--- config.mk ---
export PLATFORM = sky130hd
export DESIGN_NAME = sram_to_sd_saver_flat
export DESIGN_NICKNAME = d
export VERILOG_FILES = /design/src/rtl/sram_to_sd_saver_if.sv /design/src/rtl/sram_to_sd_saver.sv /design/src/flat_wrapper.sv
export SDC_FILE = /design/constraint.sdc
export NUM_CORES = 1
export LEC_CHECK = 0
export BUFFER_PORTS_ARGS = -buffer_cell sky130_fd_sc_hd__buf_2
export CORE_MARGIN = 5
export CORE_UTILIZATION = 48
export DETAILED_ROUTE_END_ITERATION = 12
export GPL_TIMING_DRIVEN = 0
export PLACE_DENSITY = 0.77
export SLEW_MARGIN = 40
export SYNTH_ARGS = -nofsm -noshare
export SYNTH_HDL_FRONTEND = slang
export SYNTH_SLANG_ARGS = --single-unit
--- constraint.sdc ---
create_clock -name clk -period 2.3 [get_ports clk]
set_input_delay 0.23 -clock clk [delete_from_list [all_inputs] [get_ports clk]]
set_output_delay 0.23 -clock clk [all_outputs]
set_load 0.01 [all_outputs]
--- src/rtl/sram_to_sd_saver_if.sv ---
// SRAM read port plus the write side of the SD access engine.
// master = the saver, slave = the SRAM/SD engine side.
interface sram_to_sd_saver_if;
    logic [18:0] sram_addr;
    logic [7:0]  sram_data;
    logic        sd_initialized;
    logic        sd_busy;
    logic        sd_wr_start;
    logic [31:0] sd_sector_addr;
    logic        sd_data_req_n;
    logic [7:0]  sd_data_out;

    modport master (
        output sram_addr,
        input  sram_data,
        input  sd_initialized,
        input  sd_busy,
        output sd_wr_start,
        output sd_sector_addr,
        input  sd_data_req_n,
        output sd_data_out
    );

    modport slave (
        input  sram_addr,
        output sram_data,
        output sd_initialized,
        output sd_busy,
        input  sd_wr_start,
        input  sd_sector_addr,
        output sd_data_req_n,
        input  sd_data_out
    );
endinterface

--- src/rtl/sram_to_sd_saver.sv ---
// sram_to_sd_saver: copies an image from SRAM back to an SD card slot,
// one 512-byte sector at a time. Counterpart of the ROM loader and uses the
// same slot addressing: sector = {zero pad, slot, sector index}.
// Optional feature macro: SAVER_CHECKSUM_EN (8-bit running sum of bytes sent).
module sram_to_sd_saver #(
    parameter int          SECTOR_BITS = 4,
    parameter int          SLOT_BITS   = 16,
    parameter logic [18:0] SRAM_BASE   = 19'h00000
) (
    input  logic                 clk,
    input  logic                 rst_n,
    input  logic                 doSaveRom,
    input  logic [SLOT_BITS-1:0] selectedSlot,
    output logic [SLOT_BITS-1:0] currentSlot,
    output logic                 saving,
    output logic                 save_done,
    output logic                 save_error,
    output logic [7:0]           checksum,
    sram_to_sd_saver_if.master   bus
);

    localparam int PAD_BITS = 32 - SLOT_BITS - SECTOR_BITS;
    // One past the last sector: reaching it means the image is complete.
    localparam logic [SECTOR_BITS:0] SEC_END = {1'b1, {SECTOR_BITS{1'b0}}};

    typedef enum logic [3:0] {
        S_IDLE,
        S_ARMED,
        S_CHECK,
        S_FETCH,
        S_START,
        S_WAIT_REQ,
        S_WAIT_REL,
        S_WAIT_IDLE,
        S_DONE,
        S_ERROR
    } state_t;

    state_t               state;
    logic                 fetch_ph;     // 0: drive address, 1: capture data
    logic [SECTOR_BITS:0] sector_idx;
    logic [9:0]           byte_idx;
    logic [9:0]           byte_nxt;
    logic [18:0]          fetch_addr;

    assign byte_nxt   = byte_idx + 10'd1;
    assign fetch_addr = SRAM_BASE + 19'({sector_idx, byte_idx[8:0]});

    assign bus.sd_sector_addr = {{PAD_BITS{1'b0}}, currentSlot, sector_idx[SECTOR_BITS-1:0]};

    // Save sequencer: arming on doSaveRom, SRAM prefetch, per-byte handshake
    // with the SD engine, and per-sector wait for the engine to go idle.
    always_ff @(posedge clk or negedge rst_n) begin
        if (!rst_n) begin
            state           <= S_IDLE;
            fetch_ph        <= 1'b0;
            sector_idx      <= '0;
            byte_idx        <= '0;
            currentSlot     <= '0;
            saving          <= 1'b0;
            save_done       <= 1'b0;
            save_error      <= 1'b0;
            bus.sd_wr_start <= 1'b0;
            bus.sd_data_out <= 8'hFF;
            bus.sram_addr   <= SRAM_BASE;
        end else begin
            save_done       <= 1'b0;
            bus.sd_wr_start <= 1'b0;
            case (state)
                S_IDLE: begin
                    if (doSaveRom)
                        state <= S_ARMED;
                end
                S_ARMED: begin
                    // Start on the falling edge of the request.
                    if (!doSaveRom) begin
                        currentSlot <= selectedSlot;
                        save_error  <= 1'b0;
                        saving      <= 1'b1;
                        sector_idx  <= '0;
                        byte_idx    <= '0;
                        state       <= S_CHECK;
                    end
                end
                S_CHECK: begin
                    if (!bus.sd_initialized) begin
                        save_error <= 1'b1;
                        saving     <= 1'b0;
                        state      <= S_ERROR;
                    end else if (!bus.sd_busy) begin
                        fetch_ph <= 1'b0;
                        state    <= S_FETCH;
                    end
                end
                S_FETCH: begin
                    // Prefetch so sd_data_out is stable before req_n falls.
                    if (!fetch_ph) begin
                        bus.sram_addr <= fetch_addr;
                        fetch_ph      <= 1'b1;
                    end else begin
                        bus.sd_data_out <= bus.sram_data;
                        fetch_ph        <= 1'b0;
                        state           <= (byte_idx == 10'd0) ? S_START : S_WAIT_REQ;
                    end
                end
                S_START: begin
                    if (sector_idx == SEC_END) begin
                        save_done <= 1'b1;
                        saving    <= 1'b0;
                        state     <= S_DONE;
                    end else if (!bus.sd_busy) begin
                        bus.sd_wr_start <= 1'b1;
                        state           <= S_WAIT_REQ;
                    end
                end
                S_WAIT_REQ: begin
                    if (!bus.sd_data_req_n) begin
                        state <= S_WAIT_REL;
                    end else if (!bus.sd_initialized) begin
                        save_error <= 1'b1;
                        saving     <= 1'b0;
                        state      <= S_ERROR;
                    end
                end
                S_WAIT_REL: begin
                    // A whole low period of req_n is one byte.
                    if (bus.sd_data_req_n) begin
                        if (byte_nxt == 10'd512) begin
                            byte_idx   <= '0;
                            sector_idx <= sector_idx + 1'b1;
                            state      <= S_WAIT_IDLE;
                        end else begin
                            byte_idx <= byte_nxt;
                            state    <= S_FETCH;
                        end
                    end
                end
                S_WAIT_IDLE: begin
                    // Let the engine finish CRC and card busy for the sector.
                    if (!bus.sd_busy) begin
                        fetch_ph <= 1'b0;
                        state    <= S_FETCH;
                    end else if (!bus.sd_initialized) begin
                        save_error <= 1'b1;
                        saving     <= 1'b0;
                        state      <= S_ERROR;
                    end
                end
                S_DONE:  state <= S_IDLE;
                S_ERROR: state <= S_IDLE;
                default: state <= S_IDLE;
            endcase
        end
    end

`ifdef SAVER_CHECKSUM_EN
    logic       start_evt;
    logic       byte_evt;
    logic [7:0] csum;

    assign start_evt = (state == S_ARMED) && !doSaveRom;
    assign byte_evt  = (state == S_WAIT_REL) && bus.sd_data_req_n;

    // Running wrap-around sum of bytes the engine has consumed.
    always_ff @(posedge clk or negedge rst_n) begin
        if (!rst_n)
            csum <= 8'h00;
        else if (start_evt)
            csum <= 8'h00;
        else if (byte_evt)
            csum <= csum + bus.sd_data_out;
    end

    assign checksum = csum;
`else
    assign checksum = 8'h00;
`endif

endmodule

--- src/flat_wrapper.sv ---
// flat-port wrapper written by rule: the top's interface ports become plain ports
module sram_to_sd_saver_flat 
#(
    parameter int          SECTOR_BITS = 4,
    parameter int          SLOT_BITS   = 16,
    parameter logic [18:0] SRAM_BASE   = 19'h00000
)
  (clk, rst_n, doSaveRom, selectedSlot, currentSlot, saving, save_done, save_error, checksum, bus_sram_addr, bus_sram_data, bus_sd_initialized, bus_sd_busy, bus_sd_wr_start, bus_sd_sector_addr, bus_sd_data_req_n, bus_sd_data_out);
  sram_to_sd_saver_if bus_i ();
  input  logic clk;
  input  logic rst_n;
  input  logic doSaveRom;
  input  logic [SLOT_BITS-1:0] selectedSlot;
  output logic [SLOT_BITS-1:0] currentSlot;
  output logic saving;
  output logic save_done;
  output logic save_error;
  output logic [7:0] checksum;
  output wire logic [$bits(bus_i.sram_addr)-1:0] bus_sram_addr;
  input wire logic [$bits(bus_i.sram_data)-1:0] bus_sram_data;
  input wire logic [$bits(bus_i.sd_initialized)-1:0] bus_sd_initialized;
  input wire logic [$bits(bus_i.sd_busy)-1:0] bus_sd_busy;
  output wire logic [$bits(bus_i.sd_wr_start)-1:0] bus_sd_wr_start;
  output wire logic [$bits(bus_i.sd_sector_addr)-1:0] bus_sd_sector_addr;
  input wire logic [$bits(bus_i.sd_data_req_n)-1:0] bus_sd_data_req_n;
  output wire logic [$bits(bus_i.sd_data_out)-1:0] bus_sd_data_out;
  assign bus_sram_addr = bus_i.sram_addr;
  assign bus_i.sram_data = bus_sram_data;
  assign bus_i.sd_initialized = bus_sd_initialized;
  assign bus_i.sd_busy = bus_sd_busy;
  assign bus_sd_wr_start = bus_i.sd_wr_start;
  assign bus_sd_sector_addr = bus_i.sd_sector_addr;
  assign bus_i.sd_data_req_n = bus_sd_data_req_n;
  assign bus_sd_data_out = bus_i.sd_data_out;
  sram_to_sd_saver #(.SECTOR_BITS(SECTOR_BITS), .SLOT_BITS(SLOT_BITS), .SRAM_BASE(SRAM_BASE)) u_core (.clk(clk), .rst_n(rst_n), .doSaveRom(doSaveRom), .selectedSlot(selectedSlot), .currentSlot(currentSlot), .saving(saving), .save_done(save_done), .save_error(save_error), .checksum(checksum), .bus(bus_i));
endmodule
==> qor_table.md <==
| Item | Reported |
|---|---|
| Synthesized instance count | 405 |
| Final Slew Violations | 0 |
| Clock insertion delay at the later pin of the skew report | 0.35 ns |
| Cell type with the largest total area after synthesis | sky130_fd_sc_hd__dfrtp_1 |
| Synth Cell Area | 3660 sq um |
| Post-Synth Adder-Cell Area | 1.37% |
| Parity-gate share of the synthesized area counting xor and xnor cells | 0.718% |
| Utilization after layout | 62.5% |
| Post-DRT Antenna Nets | 0 |
| Switching share of power | 39.1% |
| Net switching power of the design | 1.86 mW |
| Arr. time, crit path | 2.38 ns |
| Die outline height | 97.3 um |
| Part of the total power dissipated in the clock network | 20.3% |
| Setup violations, final | 0 |
| Placement Setup Slack | -0.0371 ns |
| Global-route wire length before repair | 15.1 mm |
| Proportion of synthesized flip-flops having asynchronous set or reset | 100% |
| Site Rows | 31 |
| CTS Buf Count | 9 |
| Dominant cells by area after synthesis | sky130_fd_sc_hd__dfrtp_1 37%, sky130_fd_sc_hd__nand2_1 11%, sky130_fd_sc_hd__buf_4 10% |
| Number of antenna repair diodes | 0 |
| Synthesis-to-finish area growth | 25.1% |
| First drt pass iteration count | 5 |
| Element type at the critical path end | flop |
| Pin count of the biggest net entering global routing | 63 |
| Share of synthesized area occupied by flip-flops and latches | 42.7% |
| Number of remaining DRC errors | 0 |
| Max_slew headroom | 57.1% |
| Aggregate negative setup slack | 0 ns |
| Path type of the worst setup path | reg2reg |
| Average footprint of a synthesized cell | 9.04 sq um |
| Final critical-path share of the clock period | 93.4% |
| Setup ws final | 0.152 ns |
| Most frequently used cell type in the post-synthesis netlist | sky130_fd_sc_hd__nand2_1 |
| Status | finished clean |
| Cell total after placement | 619 |
| Routed length per placed instance | 14.1 um |
| Power Internal | 2.89 mW |
| Share of the synthesized area in the top cell type | 36.9% |
| Number of buffers added on ports | 91 |
| Max rail drop VDD | 0.419 mV |
| Tightest Hold Check Type | in2reg |
| Starting density of the core | 49.9% |
| Routed Wire Length | 8.99 mm |
| Worst Hold Slack | 0.0672 ns |
| Count of warnings emitted by yosys | 0 |
| Final-report hold violation count | 0 |
| Maximum achievable frequency | 0.466 GHz |
| Clock Sinks | 62 |
| Setup repair after global routing missed its margin | false |
| Final critical delay including setup and external delays | 2.15 ns |
| Number of flops mapped to enable cells by yosys | 0 |
| Slew of the pin with the lowest slew margin | 0.641 ns |
| Total overflow reported by the global router | 0 |
| Fill cell total of the finished layout | 612 |
| Die boundary width | 97.3 um |
| Clock Path Buffers | 2 |
| Biggest fanout along the worst timing path | 4 |
| Final estimated routing congestion in global placement | 0.949 |
| DIE AREA | 9470 sq um |
| Sequential Power Share | 35.7% |
| Startpoint kind of the worst setup timing path | flop |
| MaxCap Viol Count | 0 |
| Number of distinct standard cells referenced by the synthesized netlist | 67 |
| Top post-synthesis cells by count | 103 x sky130_fd_sc_hd__nand2_1, 54 x sky130_fd_sc_hd__dfrtp_1, 49 x sky130_fd_sc_hd__buf_4 |
| Non-Filler Cell Area, Final | 4580 sq um |
| Number of global-route vias before repair | 3139 |
| Clock root cell | sky130_fd_sc_hd__clkbuf_8 |
| Post-synthesis sequential element count | 62 |
| Estimated wirelength of the detail-placed design | 6.50 mm |
| Total placed instance area | 4330 sq um |
| WP data required | 2.53 ns |
| Top-level I/O count | 117 |
| Initial antenna violation count | 0 |
| Areal power density over the cells | 1040 nW/um^2 |
| TritonCTS clock tree | built |
| Max Clock Skew | 0.00785 ns |
| Simple logic cell fraction of the synthesized area | 25.7% |
| Global-route usage over all layers | 19.1% |
| Static leakage | 2.38 nW |
| Layout Nets | 568 |
| Overall Power | 4.75 mW |
| Fraction of layout cells with a size suffix above 1 | 38.2% |
| Final cell count without fillers | 638 |
| Detailed-route vias per instance | 5.12 |
| 1st-iter DRT viols | 157 |
| Share of cell area taken by muxes after synthesis | 3.83% |
| Dominant combinational cell family by area after synthesis | simple AND/OR/NAND/NOR gates |
| DR vias | 3265 |
| Combinational group share of total power | 44.0% |
| Most used DFF post-synth | sky130_fd_sc_hd__dfrtp_1 |
| Core Box Area | 7330 sq um |
| Fraction of the mapped netlist area in compound gates | 12.5% |
| Clock transition at path regs | 0.07 ns |
| Total number of H-tree levels | 3 |
[registers in the layout, summed over array words and instances, names as in the netlist]
signal                  count
u_core.bus.sd_wr_start      1
u_core.saving               1
u_core.save_error           1
u_core.save_done            1
u_core.fetch_ph             1
u_core.currentSlot         16
u_core.bus.sram_addr       14
u_core.state                4
u_core.sector_idx           5
u_core.byte_idx            10
u_core.bus.sd_data_out      8
[power groups by stage]
| stage | clock network, mW | registers (mW) | logic (mW) |
|---|---|---|---|
| floorplan | 0 | 1.80 | 1.26 |
| global placement | 0 | 1.69 | 2.03 |
| detailed placement | 0 | 1.71 | 2.08 |
| CTS | 0.986 | 1.69 | 2.09 |
| global route | 1.04 | 1.74 | 2.30 |
| finish | 0.965 | 1.70 | 2.09 |
[final timing paths]
| kind | from | to | slack, ns | cells after the start |
|---|---|---|---|---|
| setup reg to reg | u_core.sector_idx[0]$_DFFE_PN0P_ | u_core.state[1]$_DFFE_PN0P_ | 0.15 | 7 |
| setup / recovery | u_core.sector_idx[0]$_DFFE_PN0P_ | u_core.state[1]$_DFFE_PN0P_ | 0.15 | 7 |
| min in group asynchronous | rst_n | u_core.currentSlot[8]$_DFFE_PN0P_ | 0.43 | 2 |
| hold reg to reg | u_core.bus.sram_addr[5]$_DFFE_PN0P_ | u_core.bus.sram_addr[5]$_DFFE_PN0P_ | 0.48 | 2 |
| max in group asynchronous | rst_n | u_core.byte_idx[0]$_DFFE_PN0P_ | 1.47 | 2 |
| hold / removal | selectedSlot[3] | u_core.currentSlot[3]$_DFFE_PN0P_ | 0.07 | 3 |
[worst max-delay path: stages (launching register included)]
cell and delay [ns]:
sky130_fd_sc_hd__dfrtp_1 0.42, sky130_fd_sc_hd__inv_1 0.13, sky130_fd_sc_hd__ha_1 0.21, sky130_fd_sc_hd__and4bb_2 0.25, sky130_fd_sc_hd__o21ai_0 0.14, sky130_fd_sc_hd__a311oi_1 0.36, sky130_fd_sc_hd__o21ai_1 0.16, sky130_fd_sc_hd__o41ai_1 0.37
[area by class of cell]
cell class / count / area (sq um) / share of cell area [%]
Clock inverter: 7 / 73.8 / 1.61
Inverter: 11 / 41.3 / 0.902
Buffer: 65 / 439 / 9.59
Sequential cell: 62 / 1560 / 34.2
Multi-Input combinational cell: 291 / 1730 / 37.7
Timing Repair Buffer: 94 / 487 / 10.6
Clock buffer: 9 / 124 / 2.70
Tap cell: 99 / 124 / 2.70
[layer usage]
metal | GRT usage [%] | wire [um] | vias to the layer above | part of all wire [%]
li1 | - | - | 1572 | -
met1 | 24.2 | 3800 | 1551 | 42
met2 | 31.1 | 4350 | 125 | 48
met3 | 6.25 | 691 | 17 | 7.7
met4 | 6.18 | 146 | 0 | 1.6
met5 | 0 | 0 | - | 0
[cells in the final DEF, fill, tap and decap left out, drive strengths merged, types with 3 or more instances in the layout]
cell and count:
o21ai 26, a21oi 10, nor2 18, nand4 4, dfstp 8, o22ai 3, nor3 8, buf 148
nor4 8, conb 25, nor2b 5, nand3b 3, o31ai 4, dfrtp 54, mux2 8, nand2b 6
ha 4, inv 12, mux2i 5, clkinv 4, nand3 8, clkbuf 19, nand2 103
[repair_timing]
item,in CTS,in global routing
setup endpoints to repair,3,6
cloned,0,0
hold buffers,1,0
resized for setup,2,3
hold endpoints to repair,54,0
buffers inserted,0,2
pin swaps,0,2
[cell families (layout without fill, tap and decap cells)]
group | count (synthesis) | in the layout
simple gates | 179 | 179
buf+inv | 76 | 186
compound gates | 67 | 67
flops | 62 | 62
mux | 13 | 13
fa+ha+maj | 4 | 4
xor+xnor | 3 | 3
other cells | 1 | 25
No activity file was read; power rests on OpenSTA's default activity.
